### config.mk
export PLATFORM = sky130hd
export DESIGN_NAME = spike_rate_decoder
export DESIGN_NICKNAME = d
export VERILOG_FILES = /design/src/rtl/spike_rate_decoder.sv
export SDC_FILE = /design/constraint.sdc
export NUM_CORES = 1
export LEC_CHECK = 0
export CAP_MARGIN = 30
export CORE_MARGIN = 1.5
export CORE_UTILIZATION = 36
export DETAILED_ROUTE_END_ITERATION = 8
export HOLD_SLACK_MARGIN = 0.03
export PLACE_DENSITY_LB_ADDON = 0.3
export SYNTH_ARGS = -nofsm -noshare
export SYNTH_HDL_FRONTEND = slang
export SYNTH_SLANG_ARGS = --single-unit
### constraint.sdc
create_clock -name clk -period 1.5 [get_ports clk]
set_clock_uncertainty 0.1 [all_clocks]
set_input_delay 0.3 -clock clk [delete_from_list [all_inputs] [get_ports clk]]
set_output_delay 0.3 -clock clk [all_outputs]
set_load 0.03 [all_outputs]
### src/rtl/spike_rate_decoder.sv
// Rate decoder: counts upstream spikes over a fixed window of clock cycles and
// presents each window's saturated count through a valid/ready output register.
module spike_rate_decoder #(
    parameter int unsigned data_bits = 4,
    parameter int unsigned window    = 16
) (
    input  logic                 clk,
    input  logic                 rst,
    input  logic                 spike_in,
    input  logic                 enable,
    output logic [data_bits-1:0] data_out,
    output logic                 out_valid,
    input  logic                 out_ready,
    output logic                 sat,
    output logic                 overrun
);

    localparam int unsigned CW = (window > 1) ? $clog2(window) : 1;
    localparam logic [CW-1:0]        LAST_IDX = CW'(window - 1);
    localparam logic [data_bits-1:0] CNT_MAX  = '1;

    typedef enum logic {
        IDLE,
        COUNT
    } state_t;

    state_t               state, state_nxt;
    logic [CW-1:0]        win_cnt, win_cnt_nxt;
    logic [data_bits-1:0] spike_cnt, spike_cnt_nxt;
    logic                 sat_acc, sat_acc_nxt;
    logic [data_bits-1:0] data_nxt;
    logic                 valid_nxt;
    logic                 sat_nxt;
    logic                 overrun_nxt;
    logic                 complete_c;
    logic                 cnt_full_c;

    // State and all registered outputs
    always_ff @(posedge clk) begin
        if (rst) begin
            state     <= IDLE;
            win_cnt   <= '0;
            spike_cnt <= '0;
            sat_acc   <= 1'b0;
            data_out  <= '0;
            out_valid <= 1'b0;
            sat       <= 1'b0;
            overrun   <= 1'b0;
        end else begin
            state     <= state_nxt;
            win_cnt   <= win_cnt_nxt;
            spike_cnt <= spike_cnt_nxt;
            sat_acc   <= sat_acc_nxt;
            data_out  <= data_nxt;
            out_valid <= valid_nxt;
            sat       <= sat_nxt;
            overrun   <= overrun_nxt;
        end
    end

    assign cnt_full_c = (spike_cnt == CNT_MAX);

    // Next-state: window integration plus result/handshake update
    always_comb begin
        state_nxt     = state;
        win_cnt_nxt   = win_cnt;
        spike_cnt_nxt = spike_cnt;
        sat_acc_nxt   = sat_acc;
        data_nxt      = data_out;
        valid_nxt     = out_valid;
        sat_nxt       = sat;
        overrun_nxt   = 1'b0;
        complete_c    = 1'b0;

        case (state)
            IDLE: begin
                win_cnt_nxt   = '0;
                spike_cnt_nxt = '0;
                sat_acc_nxt   = 1'b0;
                if (enable) begin
                    state_nxt = COUNT;
                end
            end
            COUNT: begin
                if (!enable) begin
                    // Abort discards the partial window without producing a result
                    state_nxt     = IDLE;
                    win_cnt_nxt   = '0;
                    spike_cnt_nxt = '0;
                    sat_acc_nxt   = 1'b0;
                end else if (win_cnt == LAST_IDX) begin
                    complete_c    = 1'b1;
                    win_cnt_nxt   = '0;
                    spike_cnt_nxt = '0;
                    sat_acc_nxt   = 1'b0;
                end else begin
                    win_cnt_nxt = win_cnt + CW'(1);
                    if (spike_in) begin
                        if (cnt_full_c) begin
                            sat_acc_nxt = 1'b1;
                        end else begin
                            spike_cnt_nxt = spike_cnt + data_bits'(1);
                        end
                    end
                end
            end
            default: begin
                state_nxt = IDLE;
            end
        endcase

        if (complete_c) begin
            data_nxt    = (spike_in && !cnt_full_c) ? spike_cnt + data_bits'(1) : spike_cnt;
            sat_nxt     = sat_acc | (spike_in & cnt_full_c);
            valid_nxt   = 1'b1;
            overrun_nxt = out_valid & ~out_ready;
        end else if (out_valid && out_ready) begin
            valid_nxt = 1'b0;
        end
    end

endmodule

==> results_dict.tcl <==
set metrics [dict create \
    drv_slew 0 \
    start_util 0.380 \
    r2r_cells 4 \
    p_switching_uw 152 \
    grt_pass1_wl_microns 2170 \
    final_cell_mix "dfxtp_1 (17), a21oi_1 (9), buf_4 (9)" \
    period_needed_ns 1.45 \
    worst_slew_pin_slew_ns 0.328 \
    clock_latency_ns 0.28 \
    numCtsBuffers 3 \
    hold_ws_ns 0.354 \
    gp_congestion 0.782 \
    r2r-start "spike_cnt[0]" \
    leakagePower_uw 0.000373 \
    grt_pass1_vias 538 \
    max_cap_viol_count 0 \
    drive_gt1_frac 0.198 \
    syn_area_sq_um 656 \
    antenna_found_initial 0 \
    drt-vias-per-instance 4.80 \
    power_uw 733 \
    grt_max_degree 10 \
    drc 0 \
    drt-pass1-iter-count 4 \
    hp-class "reg2reg" \
    grt_util_all_layers 0.151 \
    clkPwrFrac 0.323 \
    crit_type "reg2reg" \
    die_w_microns 45.7 \
    max_slew_margin 0.779 \
    comb_power_share 0.055 \
    overflow 0 \
    drtIter0Drc 7 \
    clk_pin_slew_worst_paths_ns 0.09 \
    holdCritStartpoint "win_cnt[0]" \
    rows 15 \
    postRouteAntennaNets 0 \
    synthDistinctLibCells 27 \
    port-buffer-count 11 \
    diodes 0 \
    clockBufferDepth 2 \
    cts_setup_buffers 0 \
    final_common_cell "dfxtp_1" \
    clock.fmax_ghz 0.689 \
    crit_chain "ha_1 > and3_4 > or3_4 > a311oi_2" \
    synth_edf_count 0 \
    yosys_warnings 0 \
    status "complete, no violations" \
    synth_nets 75 \
    required_ns 1.60 \
    finalSetupViolations 0 \
    dieArea_sq_um 2090 \
    cp_max_fo 5 \
    power_density_nw_per_um2 824 \
    dpl.hpwl_microns 1000 \
    synthFlopType "dfxtp_1" \
    layout.nets 99 \
    yosysSeqAreaShare 0.519 \
    yosys.area.top_type_share 0.519 \
    p_int_uw 580 \
    coreArea_sq_um 1730 \
    cts_sinks 17 \
    worstPathArrival_ns 1.55 \
    cts_tree "done" \
    synthCells 68 \
    synthToLayoutAreaGrowth_pct 35.7 \
    p_sw_frac 0.208 \
    cp-end-kind "flop" \
    synth_area_per_cell_sq_um 9.64 \
    synth-async-reset-ratio 0 \
    yosys.area.top_type "dfxtp_1" \
    die_h_microns 45.7 \
    cts_max_level 1 \
    vdd_drop_max_mv 0.353 \
    final.period_utilization 0.968 \
    ctsRootBufferMaster "clkbuf_4" \
    start_kind "flop" \
    ys_ff_latch 17 \
    wirelength_microns 1320 \
    power_frac_seq 0.622 \
    finalHoldViolCount 0 \
    holdPathStages 1 \
    crit_start "spike_cnt[0]" \
    critPathSlowestCell "or3_4" \
    critical-path-max-stage-delay_ns 0.34 \
    synth_area_leaders "dfxtp_1 (52%), a21oi_1 (6.9%), ha_1 (3.8%)" \
    setup_tns_ns 0 \
    io_pins 12 \
    wire_per_inst_microns 11.4 \
    vias 557 \
]
## logic make-up (layout without fill, tap and decap cells)
logic type / Yosys count / in the layout / share of synthesized area
buffers and inverters: 3 / 26 / 0.0191
DFF: 17 / 17 / 0.519
and+or+nand+nor: 26 / 26 / 0.233
xor gates and xnor gates: 2 / 2 / 0.0267
AOI/OAI and AO/OA: 17 / 17 / 0.149
muxes: 1 / 1 / 0.0153
adders and majority gates: 2 / 2 / 0.0382
## timing repair
action / in CTS / in global routing
cloned: 0 / 0
gates resized for setup: 7 / 3
endpoints found under the setup margin: 7 / 2
hold buffers: 0 / 0
pin swaps: 0 / 1
## synth_stat cells (all sizes together), types with 2 or more instances
cell type,n
ha,2
o21ai,4
a311oi,2
a21oi,9
inv,2
nand3,3
and3,3
xor2,2
nand2,2
nor2,6
nand4b,2
nand2b,2
dfxtp,17
nor2b,2
## stage by stage
step                      instances  setup WS, ns  cell area (sq um)  utilization
after floorplan                  68        0.0448                656            -
after global placement          112        -0.127                860        0.498
after detailed placement        112        -0.145                860        0.498
after CTS                       116        0.0129                877        0.508
after global routing            116      -0.00800                890        0.515
final                           116        0.0481                890        0.515
## power by group through the flow
stage | Sequential (uW) | Combinational (uW) | Clock (uW)
2_1_floorplan | 466 | 13.3 | 0
3_3_place_gp | 466 | 38.0 | 0
3_5_place_dp | 466 | 38.1 | 0
4_1_cts | 456 | 38.4 | 250
5_1_grt | 457 | 44.0 | 274
6_report | 456 | 40.3 | 236
## layout make-up
class | instances | area [sq um]
inverters | 2 | 7.51
well taps | 25 | 31.3
fillers | 176 | 837
clock buffers | 4 | 26.3
multi-input cells | 48 | 315
repair buffers | 20 | 169
flip-flops and latches | 17 | 340
## routing by layer
metal / up-vias / track usage / share of wire
met1: 243 / 0.172 / 0.44
met4: 0 / 0.100 / 0.027
met2: 16 / 0.239 / 0.49
met5: - / 0 / 0
met3: 6 / 0.0476 / 0.044
li1: 292 / - / -
## state kept, by name (all words and copies together), names as in the netlist
signal / count
data_out: 4
out_valid: 1
overrun: 1
sat: 1
sat_acc: 1
spike_cnt: 4
state: 1
win_cnt: 4
## critical path: cells and delay by family (launching register included)
family | cells | cell delay, ns
adder cells (fa/ha/maj) | 1 | 0.21
AND/OR/NAND/NOR | 2 | 0.53
AO/OA/AOI/OAI | 1 | 0.20
flip-flops | 1 | 0.33
## worst paths after layout
check | to | slack, ns
min | win_cnt[0] | 0.35
min reg2reg | win_cnt[0] | 0.35
max reg2reg | data_out[0] | 0.05
max | data_out[0] | 0.05
Note: power is estimated with default switching activity, not from simulation.
